[config.mk]
export PLATFORM = sky130hd
export DESIGN_NAME = ram_loader
export DESIGN_NICKNAME = d
export VERILOG_FILES = /design/src/rtl/ram_loader.sv
export SDC_FILE = /design/constraint.sdc
export NUM_CORES = 1
export LEC_CHECK = 0
export BUFFER_PORTS_ARGS = -buffer_cell sky130_fd_sc_hd__clkbuf_2
export CORE_UTILIZATION = 37
export CTS_BUF_LIST = sky130_fd_sc_hd__clkbuf_8 sky130_fd_sc_hd__clkbuf_16
export CTS_CLUSTER_DIAMETER = 200
export CTS_CLUSTER_SIZE = 14
export DETAILED_ROUTE_END_ITERATION = 10
export SLEW_MARGIN = 20
export SYNTH_ARGS = -nofsm -noshare
export SYNTH_HDL_FRONTEND = slang
export SYNTH_SLANG_ARGS = --single-unit
export TNS_END_PERCENT = 1
[constraint.sdc]
create_clock -name clk -period 1.79 [get_ports clk]
set_input_delay 0.0895 -clock clk [delete_from_list [all_inputs] [get_ports clk]]
set_output_delay 0.0895 -clock clk [all_outputs]
set_load 0.005 [all_outputs]
[src/rtl/ram_loader.sv]
// ram_loader: streams LOAD_LEN bytes from a valid/ready source into the program RAM,
// starting at address 0, and holds the CPU halted for the duration of the load.
// Optional feature macro: VERIFY_EN adds a readback sweep that re-sums the RAM
// contents and flags a mismatch against the load checksum on 'error'.
// RAM outputs come from rising-edge registers so they are stable at the RAM's
// falling-edge commit.
module ram_loader #(
    parameter int unsigned ADDR_W   = 4,
    parameter int unsigned DATA_W   = 8,
    parameter int unsigned LOAD_LEN = 16
) (
    input  logic              clk,
    input  logic              reset,
    input  logic              start,
    input  logic [DATA_W-1:0] in_data,
    input  logic              in_valid,
    output logic              in_ready,
    output logic [ADDR_W-1:0] ram_a,
    output logic [DATA_W-1:0] ram_d,
    output logic              ram_we,
    input  logic [DATA_W-1:0] ram_spo,
    output logic              cpu_halt,
    output logic              busy,
    output logic              done,
    output logic              error,
    output logic [DATA_W-1:0] checksum
);

    localparam logic [ADDR_W-1:0] LastAddr = ADDR_W'(LOAD_LEN - 1);

`ifdef VERIFY_EN
    typedef enum logic [1:0] {StIdle, StLoad, StVerify} state_e;
    // Verify counter runs 0..LOAD_LEN, one extra cycle to collect the last read.
    localparam logic [ADDR_W:0] VcntLast = (ADDR_W + 1)'(LOAD_LEN);
`else
    typedef enum logic [1:0] {StIdle, StLoad} state_e;
`endif

    state_e            state_q, state_d;
    logic [ADDR_W-1:0] addr_q, addr_d;
    logic [ADDR_W-1:0] ram_a_q, ram_a_d;
    logic [DATA_W-1:0] ram_d_q, ram_d_d;
    logic              ram_we_q, ram_we_d;
    logic              done_q, done_d;
    logic [DATA_W-1:0] checksum_q, checksum_d;
    logic              xfer;

`ifdef VERIFY_EN
    logic              error_q, error_d;
    logic [ADDR_W:0]   vcnt_q, vcnt_d;
    logic [DATA_W-1:0] vsum_q, vsum_d;
`else
    // Marks the cycle after the last write so done rises one edge later.
    logic              fin_q, fin_d;
    logic              unused_spo;
    assign unused_spo = ^ram_spo;
`endif

    assign in_ready = (state_q == StLoad);
    assign xfer     = in_valid & in_ready;

    // Next-state and datapath update for the load/verify sequencer.
    always_comb begin
        state_d    = state_q;
        addr_d     = addr_q;
        ram_a_d    = ram_a_q;
        ram_d_d    = ram_d_q;
        ram_we_d   = 1'b0;
        done_d     = done_q;
        checksum_d = checksum_q;
`ifdef VERIFY_EN
        error_d    = error_q;
        vcnt_d     = vcnt_q;
        vsum_d     = vsum_q;
`else
        fin_d      = 1'b0;
`endif
        unique case (state_q)
            StIdle: begin
`ifndef VERIFY_EN
                if (fin_q) begin
                    done_d = 1'b1;
                end
`endif
                if (start) begin
                    state_d    = StLoad;
                    addr_d     = '0;
                    checksum_d = '0;
                    done_d     = 1'b0;
`ifdef VERIFY_EN
                    error_d    = 1'b0;
`endif
                end
            end
            StLoad: begin
                if (xfer) begin
                    ram_a_d    = addr_q;
                    ram_d_d    = in_data;
                    ram_we_d   = 1'b1;
                    checksum_d = checksum_q + in_data;
                    if (addr_q == LastAddr) begin
`ifdef VERIFY_EN
                        state_d = StVerify;
                        vcnt_d  = '0;
                        vsum_d  = '0;
`else
                        state_d = StIdle;
                        fin_d   = 1'b1;
`endif
                    end else begin
                        addr_d = addr_q + 1'b1;
                    end
                end
            end
`ifdef VERIFY_EN
            StVerify: begin
                // spo reflects the address driven on the previous edge.
                if (vcnt_q != '0) begin
                    vsum_d = vsum_q + ram_spo;
                end
                if (vcnt_q == VcntLast) begin
                    state_d = StIdle;
                    done_d  = 1'b1;
                    error_d = (vsum_d != checksum_q);
                end else begin
                    ram_a_d = vcnt_q[ADDR_W-1:0];
                    vcnt_d  = vcnt_q + 1'b1;
                end
            end
`endif
            default: state_d = StIdle;
        endcase
    end

    // State registers with synchronous active-high reset.
    always_ff @(posedge clk) begin
        if (reset) begin
            state_q    <= StIdle;
            addr_q     <= '0;
            ram_a_q    <= '0;
            ram_d_q    <= '0;
            ram_we_q   <= 1'b0;
            done_q     <= 1'b0;
            checksum_q <= '0;
`ifdef VERIFY_EN
            error_q    <= 1'b0;
            vcnt_q     <= '0;
            vsum_q     <= '0;
`else
            fin_q      <= 1'b0;
`endif
        end else begin
            state_q    <= state_d;
            addr_q     <= addr_d;
            ram_a_q    <= ram_a_d;
            ram_d_q    <= ram_d_d;
            ram_we_q   <= ram_we_d;
            done_q     <= done_d;
            checksum_q <= checksum_d;
`ifdef VERIFY_EN
            error_q    <= error_d;
            vcnt_q     <= vcnt_d;
            vsum_q     <= vsum_d;
`else
            fin_q      <= fin_d;
`endif
        end
    end

    assign ram_a    = ram_a_q;
    assign ram_d    = ram_d_q;
    assign ram_we   = ram_we_q;
    assign cpu_halt = (state_q != StIdle);
    assign busy     = cpu_halt;
    assign done     = done_q;
    assign checksum = checksum_q;
`ifdef VERIFY_EN
    assign error    = error_q;
`else
    assign error    = 1'b0;
`endif

endmodule

* Word-level counts from Yosys, hierarchy flattened
Cells that the tools add are included.
Cells by class: add/sub/neg operators 2, eq/ne operators 6, muxes and demuxes 15, bitwise logic cells 3, reduce and logical (&&, ||, !) cells 11
Operators with widths (count):
- $mux 8 | 2
- $pmux 8 s2 | 1
- $mux 4 | 3
- $add 8x8->8 | 1
- $pmux 4 s2 | 1
- $mux 2 | 3
- $reduce_and 3->1 | 2
- $reduce_bool 2->1 | 3
- $add 4x1->4 const B | 1
- $eq 4x4->1 const B | 1
- $mux 1 | 4
- $ne 2x1->1 const B | 2
- $ne 2x2->1 const B | 2
- $pmux 2 s2 | 1
- $reduce_and 2->1 | 2
- $reduce_and 4->1 | 1
- $reduce_or 3->1 | 1
- $eq 2x1->1 const B | 1
- $logic_not 2->1 | 1
- $not 1->1 | 2
- $reduce_or 2->1 | 1
- $and 1x1->1 | 1
Word-level totals: register bits after elaboration 29, bits of input ports 20, output and inout port bits 26, logic and storage cells 45

* Longest topological paths before layout
Gate-level depths: netlist of run 1.
depth after elaboration 4, gate-level depth with buffers 7, gate-level depth less buffers 7

* Least setup slack after synthesis of run 1
OpenSTA, ideal clock, no wires.
kind register to register, start point reg checksum_q[0] (netlist: checksum[0]), end point reg checksum_q[6] (netlist: checksum[6]), library setup time 0.117 ns, arrival time 1.740 ns, required time 1.673 ns, setup slack -0.067 ns, stages on the path, launching flop included 8, buffers on the path 0, period minus slack after synthesis 1.857 ns, path through dfxtp_1 ha_1 fa_1 a21o_1 a211oi_1 o21ai_1 xor2_1 a22o_1
Between the ends: longest elaborated chain between the ends 3
Ends and longest elaborated chain:
- from (decl) | RTL line 45 | logic [DATA_W-1:0] checksum_q, checksum_d;
- from (signal assigned) | RTL line 159 | checksum_q <= checksum_d;
- $add 8x8->8 | RTL line 100 | checksum_d = checksum_q + in_data;
- $mux 8 | RTL line 96 | if (xfer) begin
- $pmux 8 s2 | RTL line 78 | unique case (state_q)
Every way passes these cells. The select of a mux whose other input is x is not followed. A chain may end at the register's enable or synchronous reset.

* Final worst setup path of run 1
Same ends and word-level chain as after synthesis.

==> results of run 1 <==
[per-layer routing]
metal / vias up / GRT usage, % / share of wire [%]
met1: 539 / 21.5 / 49
li1: 607 / - / -
met3: 2 / 2.37 / 3.8
met4: 0 / 5.23 / 0.73
met5: - / 0 / 0
met2: 31 / 25.8 / 47
[per-stage QoR]
step                      power, mW  cells  utilization, %  setup TNS, ns  cell area (sq um)
after floorplan               0.791    159               -              0               1360
after global placement        0.842    234            45.5        -0.0128               1560
after detailed placement      0.847    234            45.5        -0.0248               1560
after CTS                      1.34    238            47.8              0               1630
after global routing           1.39    239            48.3        -0.0424               1650
final                          1.34    239            48.3              0               1650
[worst min-delay path, stage by stage]
cell	delay [ns]
clkbuf_2	0.10
nand2_1	0.05
a21oi_1	0.05
[power breakdown]
group	switching, mW	leakage [nW]	internal, mW
clock network	0.203	0.0357	0.299
registers	0.0150	0.228	0.642
logic	0.0994	0.476	0.0815
[state kept, by name, indices dropped and copies added, names as in the netlist]
register  cells
checksum      8
ram_d         8
addr_q        4
ram_a         4
done          1
fin_q         1
ram_we        1
state_q       1
[placed cells by master, fill, tap and decap left out]
cell | Yosys | final
o211a_1 | 1 | 1
xnor2_1 | 4 | 4
nor2_1 | 15 | 15
dfxtp_2 | 0 | 1
bufinv_16 | 0 | 1
fa_2 | 0 | 1
a31oi_1 | 1 | 1
a21oi_1 | 23 | 23
nand2b_1 | 1 | 1
nor3b_1 | 5 | 5
a21o_1 | 2 | 2
dfxtp_1 | 28 | 27
o21ai_0 | 3 | 3
buf_4 | 3 | 4
nand3b_1 | 1 | 1
o22ai_1 | 1 | 1
a22o_1 | 4 | 4
clkbuf_8 | 0 | 3
mux2_2 | 2 | 2
nand2_1 | 31 | 31
o21ai_1 | 1 | 1
conb_1 | 1 | 1
mux2i_1 | 1 | 1
a211oi_2 | 0 | 1
ha_1 | 8 | 7
nand3_1 | 1 | 1
and2_4 | 2 | 2
xor2_1 | 5 | 5
nand4_1 | 1 | 1
inv_1 | 3 | 3
clkbuf_2 | 0 | 36
ha_4 | 0 | 1
nor3_1 | 1 | 1
a32o_1 | 1 | 1
[kinds of logic after synthesis]
family | Yosys count
flops | 28
buf+inv | 13
other cells | 1
fa+ha+maj | 9
mux | 3
compound gates | 38
simple gates | 58
xor+xnor | 9
[final cells by class]
class / count / area, sq um / area share (%)
Multi-Input combinational cell: 118 / 738 / 44.7
Sequential cell: 28 / 562 / 34.0
Timing Repair Buffer: 40 / 210 / 12.7
Tap cell: 46 / 57.6 / 3.49
Clock buffer: 3 / 41.3 / 2.50
Clock inverter: 1 / 30.0 / 1.82
Inverter: 3 / 11.3 / 0.682
[timing repair]
item | CTS | global route
resized for setup | 2 | 1
setup endpoints to repair | 1 | 1
buffers inserted | 0 | 1
pin swaps | 1 | 6
[how the worst max path moves through the flow]
| stage | startpoint | cells past startpoint | end |
|---|---|---|---|
| after floorplan | checksum[0]$_SDFFE_PP0P_ | 7 | checksum[6]$_SDFFE_PP0P_ |
| after global placement | checksum[0]$_SDFFE_PP0P_ | 7 | checksum[6]$_SDFFE_PP0P_ |
| after detailed placement | checksum[0]$_SDFFE_PP0P_ | 7 | checksum[6]$_SDFFE_PP0P_ |
| after CTS | checksum[0]$_SDFFE_PP0P_ | 7 | checksum[6]$_SDFFE_PP0P_ |
| after global routing | checksum[0]$_SDFFE_PP0P_ | 7 | checksum[6]$_SDFFE_PP0P_ |
| final | checksum[0]$_SDFFE_PP0P_ | 7 | checksum[6]$_SDFFE_PP0P_ |
==> flow_summary.ini, run 1 <==
[status]
status = complete, no violations

[logic_synthesis]
synth_fa_ha_area_share_pct = 8.86
ys.flop_type = dfxtp_1
syn-cell-area_sq_um = 1360
synthSimpleGateAreaFrac_pct = 19.0
synth_seq_area_share_pct = 41.3
synth.top_cells.by_count = nand2_1, dfxtp_1, a21oi_1
ys_warn_count = 0
synthCells = 159
async_flop_share_pct = 0
ys_seq_elements = 28
synth_top_family_by_area = simple AND/OR/NAND/NOR gates
yosysMostFrequentCell = nand2_1
synth_top_area_share_pct = 41.3
synth_fp_nets = 188
postSynthAreaPerCell_sq_um = 8.53
synth.largest_area_cell = dfxtp_1
synth_mux_area_share_pct = 2.40
synth_cell_types = 32
synth_xor_area_share_pct = 5.81
synth_edf_count = 0
synth.area.top_cells = dfxtp_1, nand2_1, a21oi_1
synth_compound_area_share_pct = 16.6

[floorplan]
dieWidth_um = 62.5
die_h_um = 62.5
rows = 21
die_area_sq_um = 3910
placeableCoreArea_sq_um = 3420
pin_count = 46
floorplan.initialDensity_pct = 39.7

[sta]
setup_slack_ns = 0.00780
post-route-period-util_pct = 99.6
hold_slack_ns = 0.0544
setup_violations = 0
max_freq_mhz = 561
rsz0062_at_grt = true
slew_viol_final = 0
fin_skew_ns = 0.00127
final-hold-violation-count = 0
fin_crit_ns = 1.78

[setup_path]
reg2reg_depth = 7
reg2reg_to = checksum[6]$_SDFFE_PP0P_
cp-end-kind = register
path_cells = ha_4, fa_2, a21o_1, a211oi_2, o21ai_1, xor2_1, a22o_1
startpoint_type = register
r2r_slack_ns = 0.008
crit_fanout = 2
rr_startpoint = checksum[0]$_SDFFE_PP0P_
cpLargestDelayFamily = compound AO/OA/AOI/OAI gates
criticalPathCategory = register to register
critPathBufInv = 0
slowest_stage = fa_2
worst_ep_required_time_ns = 1.97
arrival_ns = 1.96
crit_path_max_incr_delay_ns = 0.38

[cts]
clock_path_buffers = 2
clkSlewWorstSetupHoldPaths_ns = 0.10
insertion_delay_ns = 0.27
ctsHoldBuffers = 0
cts-root-buf = clkbuf_8
cts-htree-levels = 1
cts.sinks = 28
cts_buffers = 3
cts_tree = built

[global_routing]
grt_pass1_vias = 1123
gr-total-overflow = 0
grt_usage_pct = 15.9
grt_pass1_wl_um = 5000
antenna_found_initial = 0
grt_max_degree = 22

[cells_and_area]
final_layout_size_suffix_gt1_share_pct = 26.9
fin_nets = 223
fillCellCount = 351
syn_to_final_growth_pct = 21.7
n_antenna_cell = 0

[power_and_ir_drop]
ir_drop_uv = 396
p_leak_nw = 0.740
powerDensity_nw_per_um2 = 812

[placement]
place_congestion = 0.734
pre_cts_slack_ns = -0.0248
dp_hpwl_um = 2270
portBuffers = 36

[routing]
vias = 1179
via_per_inst = 4.93
wire_per_inst_um = 12.6
wl_um = 3010
drc_errors = 0
first_pass_iters = 4
ant_nets = 0
drt_iter0_drc = 55

[min_path]
hold_depth = 3
whs_endpoint = ram_d[5]$_SDFFE_PP0P_
hp-start = in_data[5]
hold_class = primary input to register

[run]
drv_cap = 0
(Power assumes the default switching activity.)
==> run 2, diff against run 1 <==
Settings changed: REMOVE_ABC_BUFFERS from default to 1, SLEW_MARGIN 20 to default.
==> flow_summary.ini, run 2 (synthesis results as in run 1) <==
[setup_path]
path_cells = ha_4, fa_2, a21o_1, a211oi_2, o21ai_1, xor2_1, a22o_1
cpLargestDelayFamily = compound AO/OA/AOI/OAI gates
crit_fanout = 2
arrival_ns = 1.92
cp-end-kind = register
criticalPathCategory = register to register
critPathBufInv = 0
worst_ep_required_time_ns = 1.96
startpoint_type = register
crit_path_max_incr_delay_ns = 0.35
slowest_stage = dfxtp_2

[placement]
portBuffers = 36
placed_area_sq_um = 1560
place_inst = 235
pre_cts_slack_ns = -0.130
dp_hpwl_um = 2140
place_congestion = 0.772

[sta]
max_freq_mhz = 571
post-route-period-util_pct = 97.8
totalNegativeSetupSlack_ns = 0
fin_crit_ns = 1.75
rsz0062_at_grt = true
slew_viol_final = 0
setup_violations = 0
setup_slack_ns = 0.0400
fin_skew_ns = 0.00246
final-hold-violation-count = 0

[global_routing]
gr-total-overflow = 0
antenna_found_initial = 0
grt_pass1_vias = 1093
grt_pass1_wl_um = 4810
grt_usage_pct = 15.2
grt_max_degree = 22

[cts]
cts-root-buf = clkbuf_8
clkSlewWorstSetupHoldPaths_ns = 0.09
clock_path_buffers = 2
cts-htree-levels = 1
cts.sinks = 28
ctsHoldBuffers = 0
post_cts.repair.setup_buffers = 0
cts_tree = built
cts_buffers = 3
insertion_delay_ns = 0.27

[floorplan]
rows = 21
dieWidth_um = 62.5
die_h_um = 62.5
pin_count = 46
placeableCoreArea_sq_um = 3420
floorplan.initialDensity_pct = 39.7
die_area_sq_um = 3910

[cells_and_area]
mostFrequentLayoutCell = clkbuf_2
multi_input_area_sq_um = 738
fin_cells = 239
fin_nets = 223
fin_area_sq_um = 1650
n_antenna_cell = 0
final_cell_mix = clkbuf_2, nand2_1, dfxtp_1, a21oi_1, nor2_1
final_layout_size_suffix_gt1_share_pct = 26.9
syn_to_final_growth_pct = 21.7
fillCellCount = 360
seqCellArea_sq_um = 562

[routing]
via_per_inst = 5.01
wl_um = 2910
first_pass_iters = 4
drt_iter0_drc = 78
vias = 1198
drc_errors = 0
ant_nets = 0
wire_per_inst_um = 12.2

[status]
status = complete, no violations

[run]
drv_cap = 0

[power_and_ir_drop]
p_switching_mw = 0.302
ir_drop_uv = 347
clkPwrFrac_pct = 36.8
comb_power_share_pct = 13.7
p_int_mw = 1.02
swShare_pct = 22.8
powerDensity_nw_per_um2 = 803
p_leak_nw = 0.740
pwr-share-seq_pct = 49.5

[min_path]
hold_class = primary input to register
-- run 2: cell counts in the layout (fill, tap and decap cells not counted) --
Identical to the previous run, type by type.
-- run 2: layer usage --
layer  share of wire (%)  GRT usage [%]  vias to the layer above
met5                   0              0                        -
met1                  49           19.8                      554
met2                  45           24.9                       29
met4                 1.1           5.23                        0
met3                 4.5           2.92                        4
li1                    -              -                      611
-- run 2: path summary, 6_finish.rpt --
kind	from	end	slack (ns)	cells after the start
hold reg to reg	ram_a[3]$_SDFFE_PP0P_	ram_a[3]$_SDFFE_PP0P_	0.46	2
setup reg to reg	checksum[0]$_SDFFE_PP0P_	checksum[6]$_SDFFE_PP0P_	0.04	7
hold / removal	in_data[2]	ram_d[2]$_SDFFE_PP0P_	0.05	3
setup / recovery	checksum[0]$_SDFFE_PP0P_	checksum[6]$_SDFFE_PP0P_	0.04	7
-- run 2: repair_timing --
item	CTS	global route
pin swaps	3	1
gates resized for setup	3	3
setup endpoints to repair	1	3
-- run 2: cell type report --
cell class / count / share of cell area (%)
Clock buffer: 3 / 2.50
Clock inverter: 1 / 1.82
Inverter: 3 / 0.682
Multi-Input combinational cell: 118 / 44.7
Sequential cell: 28 / 34.0
Tap cell: 46 / 3.49
Timing Repair Buffer: 40 / 12.7
-- run 2: power groups by stage --
stage	Clock [mW]	Sequential, mW	Combinational, mW
2_1_floorplan	0	0.674	0.0957
3_3_place_gp	0	0.668	0.174
3_5_place_dp	0	0.670	0.179
4_1_cts	0.510	0.655	0.182
5_1_grt	0.536	0.659	0.204
6_report	0.488	0.656	0.181
-- run 2: metrics by stage --
stage	hold WS [ns]	power, mW	utilization (%)
after floorplan	0.159	0.770	-
after global placement	0.340	0.842	45.6
after detailed placement	0.342	0.848	45.6
after CTS	0.0448	1.35	48.0
after global routing	0.0445	1.40	48.3
final	0.0523	1.32	48.3
-- run 2: worst min-delay path, cell delays in order --
cell and delay, ns:
clkbuf_2 0.09, nand2_1 0.05, a21oi_1 0.05
